<file path="src/rtl/ccm_aes_arb.sv">
// Arbiter that shares one AES core between the CCM CTR path and the CBC-MAC path.
// Only one AES operation is in flight at a time. Simultaneous requests are
// served round-robin. Results come back through a single registered bus, and a
// per-owner strobe tells each requester when that bus holds its result.
module ccm_aes_arb #(
  parameter int WIDTH_BLK = 128,
  parameter int TIMEOUT   = 63
) (
  input  logic                 clk,
  input  logic                 reset,
  input  logic                 ctr_req,
  input  logic [WIDTH_BLK-1:0] ctr_data,
  output logic                 ctr_gnt,
  output logic                 ctr_res_en,
  input  logic                 mac_req,
  input  logic [WIDTH_BLK-1:0] mac_data,
  output logic                 mac_gnt,
  output logic                 mac_res_en,
  output logic [WIDTH_BLK-1:0] res_data,
  output logic [WIDTH_BLK-1:0] aes_in_data,
  output logic                 aes_in_en,
  input  logic [WIDTH_BLK-1:0] aes_out_data,
  input  logic                 aes_out_en,
  output logic                 busy,
  output logic [1:0]           err
);

  localparam logic [7:0] TIMEOUT_CNT = 8'(TIMEOUT);
  localparam logic       OWN_CTR     = 1'b0;
  localparam logic       OWN_MAC     = 1'b1;

  typedef enum logic {
    ST_IDLE = 1'b0,
    ST_WAIT = 1'b1
  } state_t;

  state_t                 state_q, state_d;
  logic [7:0]             wait_cnt_q, wait_cnt_d, wait_cnt_inc;
  logic                   owner_q, owner_d;
  logic                   last_owner_q, last_owner_d;
  logic                   grant_mac;
  logic                   ctr_gnt_d, mac_gnt_d;
  logic                   ctr_res_en_d, mac_res_en_d;
  logic                   aes_in_en_d;
  logic [WIDTH_BLK-1:0]   aes_in_data_d, res_data_d;
  logic [1:0]             err_d;

  assign wait_cnt_inc = wait_cnt_q + 8'd1;

  // MAC wins when it is the only requester, or on a tie when CTR owned the core last.
  assign grant_mac = mac_req && (!ctr_req || (last_owner_q == OWN_CTR));

  assign busy = (state_q == ST_WAIT);

  // Next-state and next-output logic; every strobe defaults low so each pulse lasts one cycle.
  always_comb begin
    state_d       = state_q;
    wait_cnt_d    = wait_cnt_q;
    owner_d       = owner_q;
    last_owner_d  = last_owner_q;
    ctr_gnt_d     = 1'b0;
    mac_gnt_d     = 1'b0;
    ctr_res_en_d  = 1'b0;
    mac_res_en_d  = 1'b0;
    aes_in_en_d   = 1'b0;
    aes_in_data_d = aes_in_data;
    res_data_d    = res_data;
    err_d         = err;

    case (state_q)
      ST_IDLE: begin
        // Nothing is outstanding, so any AES result here is unexpected.
        if (aes_out_en) begin
          err_d[1] = 1'b1;
        end
        if (ctr_req || mac_req) begin
          state_d      = ST_WAIT;
          wait_cnt_d   = 8'd0;
          aes_in_en_d  = 1'b1;
          owner_d      = grant_mac ? OWN_MAC : OWN_CTR;
          last_owner_d = grant_mac ? OWN_MAC : OWN_CTR;
          if (grant_mac) begin
            mac_gnt_d     = 1'b1;
            aes_in_data_d = mac_data;
          end else begin
            ctr_gnt_d     = 1'b1;
            aes_in_data_d = ctr_data;
          end
        end
      end

      ST_WAIT: begin
        // A result that arrives on the same cycle as the timeout still counts as valid.
        if (aes_out_en) begin
          state_d    = ST_IDLE;
          wait_cnt_d = 8'd0;
          res_data_d = aes_out_data;
          if (owner_q == OWN_MAC) begin
            mac_res_en_d = 1'b1;
          end else begin
            ctr_res_en_d = 1'b1;
          end
        end else if (wait_cnt_inc == TIMEOUT_CNT) begin
          state_d    = ST_IDLE;
          wait_cnt_d = 8'd0;
          err_d[0]   = 1'b1;
        end else begin
          wait_cnt_d = wait_cnt_inc;
        end
      end

      default: begin
        state_d = ST_IDLE;
      end
    endcase
  end

  // State, bookkeeping and registered outputs; reset also clears the data buses.
  always_ff @(posedge clk) begin
    if (reset) begin
      state_q      <= ST_IDLE;
      wait_cnt_q   <= 8'd0;
      owner_q      <= OWN_CTR;
      last_owner_q <= OWN_MAC;
      ctr_gnt      <= 1'b0;
      mac_gnt      <= 1'b0;
      ctr_res_en   <= 1'b0;
      mac_res_en   <= 1'b0;
      aes_in_en    <= 1'b0;
      aes_in_data  <= '0;
      res_data     <= '0;
      err          <= 2'b00;
    end else begin
      state_q      <= state_d;
      wait_cnt_q   <= wait_cnt_d;
      owner_q      <= owner_d;
      last_owner_q <= last_owner_d;
      ctr_gnt      <= ctr_gnt_d;
      mac_gnt      <= mac_gnt_d;
      ctr_res_en   <= ctr_res_en_d;
      mac_res_en   <= mac_res_en_d;
      aes_in_en    <= aes_in_en_d;
      aes_in_data  <= aes_in_data_d;
      res_data     <= res_data_d;
      err          <= err_d;
    end
  end

endmodule
</file>
<file path="config.mk">
export PLATFORM = sky130hd
export DESIGN_NAME = ccm_aes_arb
export DESIGN_NICKNAME = d
export VERILOG_FILES = /design/src/rtl/ccm_aes_arb.sv
export SDC_FILE = /design/constraint.sdc
export NUM_CORES = 1
export LEC_CHECK = 0
export ABC_AREA = 1
export CORE_AREA = 5 5 254 256
export DETAILED_ROUTE_END_ITERATION = 6
export DIE_AREA = 0 0 259 261
export MAX_ROUTING_LAYER = met4
export SKIP_LAST_GASP = 1
export SLEW_MARGIN = 20
export SYNTH_ARGS = -nofsm -noshare
export SYNTH_HDL_FRONTEND = slang
export SYNTH_SLANG_ARGS = --single-unit
export TNS_END_PERCENT = 5
</file>
<file path="constraint.sdc">
create_clock -name clk -period 4.2 [get_ports clk]
set_input_delay 0.84 -clock clk [delete_from_list [all_inputs] [get_ports clk]]
set_output_delay 0.84 -clock clk [all_outputs]
set_load 0.1 [all_outputs]
</file>
==> Yosys cells after proc, flatten, opt, wreduce, memory -nomap -nowiden <==
Cells that the tools add are included.
{ "word_totals": {"ff_bits": 274, "latch_bits": 0, "ramBits": 0, "mem_bits_ro": 0, "in_bits": 389, "wordCells": 44, "memories": 0} }
{ "classes": {"addsub": 1, "multipliers": 0, "div_mod_pow": 0, "order_cmp": 0, "n_eq_ne": 2, "shift": 0, "mux": 13, "bitwise_logic": 4, "reduce_logical": 11} }
{ "ops": {"columns": ["operator", "n"], "rows": [
  ["2-to-1 mux 128 bit", 1],
  ["2-to-1 mux 8 bit", 3],
  ["case mux 8 bit (2 select lines)", 1],
  ["adder 8 x 1 -> 8 bit (second input constant)", 1],
  ["== test 8 x 6 -> 1 bit (second input constant)", 1],
  ["2-to-1 mux 1 bit", 7],
  ["AND reduction 2 bit", 3],
  ["OR reduction 3 bit", 2],
  ["inverter 1 bit", 4],
  ["AND reduction 3 bit", 1],
  ["logical OR 1 bit", 2],
  ["!= test 2 bit (second input constant)", 1],
  ["case mux 1 bit (2 select lines)", 1],
  ["OR reduction 2 bit", 1],
  ["logical AND 1 bit", 1],
  ["zero test 1 bit", 1]
]} }

==> Logic depth before layout (Yosys ltp) <==
{ "depth": {"word_depth": 5, "mapped_depth": 11, "ltp_nobuf": 11} }

==> Worst setup path after synthesis <==
Ideal clock, no wire load.
{ "synth_path": {"path_kind": "reg-to-reg", "from": "reg state_q, in the netlist busy", "to": "reg wait_cnt_q[0]", "arrival_time_ns": 1.800, "slack_ns": 2.278, "stages_incl_launch_ff": 6, "path_buffers": 0, "period_less_slack_ns": 1.922, "path_cell_list": "dfxtp_1 -> inv_1 -> nand2_1 -> inv_1 -> o21ai_0 -> a21oi_2"} }
{ "synth_via": {"elab_chain_cells": 2, "elab_cells_between_ends": 3, "cone_classes": "eq/ne (1); mux (1); bitwise (1)"} }
{ "synth_rtl": {"columns": ["item", "line", "rtl"], "rows": [
  ["start, declared", "37", "state_t state_q, state_d;"],
  ["start signal, assigned", "134", "state_q <= state_d;"],
  ["inverter 1 bit (no source line)", null, null],
  ["case mux 8 bit (2 select lines) or != test 2 bit (tied branches)", null, null],
  ["end signal, assigned", "135", "wait_cnt_q <= wait_cnt_d;"],
  ["end, declared", "38", "logic [7:0] wait_cnt_q, wait_cnt_d, wait_cnt_inc;"]
]} }
Parallel ways exist; a longest one is shown, timed or not.
A chain may end at the register's enable or synchronous reset.

==> Final worst setup path <==
{ "layout_path": {"from": "reg aes_in_data[12]", "to": "out aes_in_data[12]"} }
{ "layout_lines": {"columns": ["item", "line", "rtl"], "rows": [
  ["start, declared", "20", "output logic [WIDTH_BLK-1:0] aes_in_data,"],
  ["start signal, assigned", "143", "aes_in_data <= aes_in_data_d;"]
]} }
No word-level cell between the ends.

==> flow_summary.yaml <==
drt:
  first_pass_iters: 5
  via_count: 12000
  drt-wirelength-per-cell_um: 18.0
  drc_errors: 0
  ant_nets: 0
  drt_wl_total_um: 51600
  avgViaCountPerCell: 4.19
  drt_iter0_markers: 712
place:
  hpwl_um: 39000
  placed_cells: 2787
  placed_area_mm2: 0.0179
  port_buffers: 652
  gp_congestion: 0.879
job:
  maxCapViolCount: 0
timing:
  fin_tns_setup_ps: 0
  drv_slew: 0
  rsz0062_at_grt: "false"
  worst_pin_slew_ps: 1160
  fmax_mhz: 329
  period_minus_slack_ps: 3040
  finalCritPeriodShare: 0.724
  fin_skew_ps: 8.07
  hold_viol: 0
  slew_headroom: 0.227
  setup_violations: 0
yosys:
  synth.distinct_cells: 28
  ys_ff_latch: 274
  netlist_area_mm2: 0.0106
  ys_seq_area_frac: 0.519
  ys_top_cells_by_area: "dfxtp_1 52%, nand2_1 10%, nor2_1 9.4%, a31oi_1 7.6%, o21ai_0 7.1%"
  syn_inst: 1385
  synth_area_leader_cell: "dfxtp_1"
  ys_warn_count: 0
  postSynthAreaPerCell_um2: 7.63
  synth_fp_nets: 1776
  synth.top_cell.area_share: 0.519
finish:
  fin_area_mm2: 0.0190
  final_util: 0.306
  multi_input_area_mm2: 0.00447
  fill_cells: 6622
  final_cells: 2865
  area.sequential_mm2: 0.00549
  nets: 2368
  area_delta_synth_final_pct: 80.0
  layout-drive-gt1-share: 0.0495
run_status:
  outcome: "finished clean"
floorplan:
  core-area_mm2: 0.0623
  row_count: 92
  die_width_um: 259
  start_util: 0.170
  die_area_mm2: 0.0676
  die_h_um: 261
  num_io_pins: 653
clocking:
  cts_inserted_buffers: 34
  post_cts_buffers: 0
  cts-resized-gates: 0
  cts_sinks: 274
  clkLatencyLatePin_ps: 520
  clkTransAtPathRegs_ps: 60
  cts.htree.levels: 2
  cts_buffer_depth: 3
  tritoncts: "yes"
  cts_hold_buffers: 0
  cts_root_buf: "clkbuf_16"
global_routing:
  grt_pass1_wl_um: 73900
  track_usage: 0.145
  globalRouteOverflowTotal: 0
  grt_pass1_vias: 12100
  grt_max_degree: 159
  grt_antenna_before_repair: 20
worst_setup_path:
  end_kind: "output port"
  worst-setup-path-type: "register to output port"
  start_kind: "register"
  crit_fanout: 2
  cp.arrival_ps: 2200
  worstPathCellList: "clkdlybuf4s50_1"
  slowest_delay_ps: 1210
  critPathSlowestCell: "clkdlybuf4s50_1"
  crit_family: "buffers and inverters"
  critical_path_required_ps: 3360
  critPathBufInv: 1
power_and_ir_drop:
  irDropWorstVdd_v: 0.000263
  power.density_mw_per_mm2: 472
  total_power_mw: 8.98
  p_leak_nw: 7.11
hold_path:
  holdCritPathClass: "register to register"
## registers in the layout, summed over array words and instances, names as in the netlist
| signal | cells |
|---|---|
| res_data | 128 |
| ctr_gnt | 1 |
| last_owner_q | 1 |
| mac_gnt | 1 |
| wait_cnt_q | 8 |
| err | 2 |
| ctr_res_en | 1 |
| mac_res_en | 1 |
| busy | 1 |
| aes_in_data | 128 |
| aes_in_en | 1 |
| owner_q | 1 |
## final cells by class
class | instances | share of cell area
Antenna cell | 18 | 0.00237
Clock buffer | 49 | 0.0514
Multi-Input combinational cell | 977 | 0.235
Sequential cell | 274 | 0.288
Clock inverter | 11 | 0.00802
Inverter | 20 | 0.00447
Timing Repair Buffer | 670 | 0.355
Tap cell | 846 | 0.0556
## routing by layer
layer,up-vias,routed length [µm],global-route usage
met5,-,0,-
met4,0,1700,0.0530
met3,80,5740,0.0672
met2,573,24300,0.236
met1,5491,19800,0.157
li1,5847,-,-
## final timing paths
check	endpoint	depth (start not counted)	slack (ps)	from
worst min-delay path	ctr_res_en$_SDFF_PP0_	1	420	owner_q$_SDFFE_PP0P_
worst min register to register	ctr_res_en$_SDFF_PP0_	1	420	owner_q$_SDFFE_PP0P_
worst max register to register	res_data[47]$_SDFFE_PP0P_	5	2300	busy$_SDFF_PP0_
worst max-delay path	aes_in_data[12]	1	1160	aes_in_data[12]$_SDFFE_PP0P_
## placed cells by master (no fill, tap or decap), drive strengths merged
master         Yosys  final
o22ai              1      1
inv               20     22
bufinv             0      3
nor2             270    270
clkbuf            48     49
nand4              4      4
nand2            293    293
o21ai            260    260
nand3             10     10
a31oi            128    128
clkinv             0      6
nor3               2      2
clkdlybuf4s50      0    647
ha                 2      2
buf               66     23
dfxtp            274    274
xnor2              1      1
a21oi              5      5
nand3b             1      1
diode              0     18
## synthesized netlist by cell type
cell      number
nand4_1        4
nor2_4         2
clkbuf_1      44
inv_1         14
a31oi_1      128
a21oi_1        2
nor2_2         2
nand3_2        1
o22ai_1        1
o21ai_0      150
xnor2_1        1
o21ai_2        1
nor2_8         1
a21oi_2        3
nand3b_1       1
inv_2          6
nand2_4        2
nand2_1      286
nor3_1         2
o21ai_1      109
buf_2         52
dfxtp_1      274
nand3_1        9
nand2_2        5
clkbuf_2       4
buf_4         14
nor2_1       265
ha_1           2
## cell families after synthesis
family / synth area share
simple gates: 0.215
compound gates: 0.203
flops: 0.519
buf+inv: 0.0592
fa+ha+maj: 0.00237
xor+xnor: 0.000829
## where the power goes
group | total [mW] | leakage [nW] | internal (mW) | switching, mW
clock | 2.99 | 0.557 | 1.81 | 1.18
sequential | 2.95 | 2.26 | 2.82 | 0.121
combinational | 3.05 | 4.29 | 0.857 | 2.19
total | 8.98 | 7.11 | 5.49 | 3.49
## through the flow
step / setup slack, ps / hold WS, ps
2_1_floorplan: 2280 / 402
5_1_grt: 1090 / 423
4_1_cts: 1110 / 418
3_3_place_gp: 1260 / 415
6_report: 1160 / 415
3_5_place_dp: 1190 / 410
(Power assumes the default switching activity.)
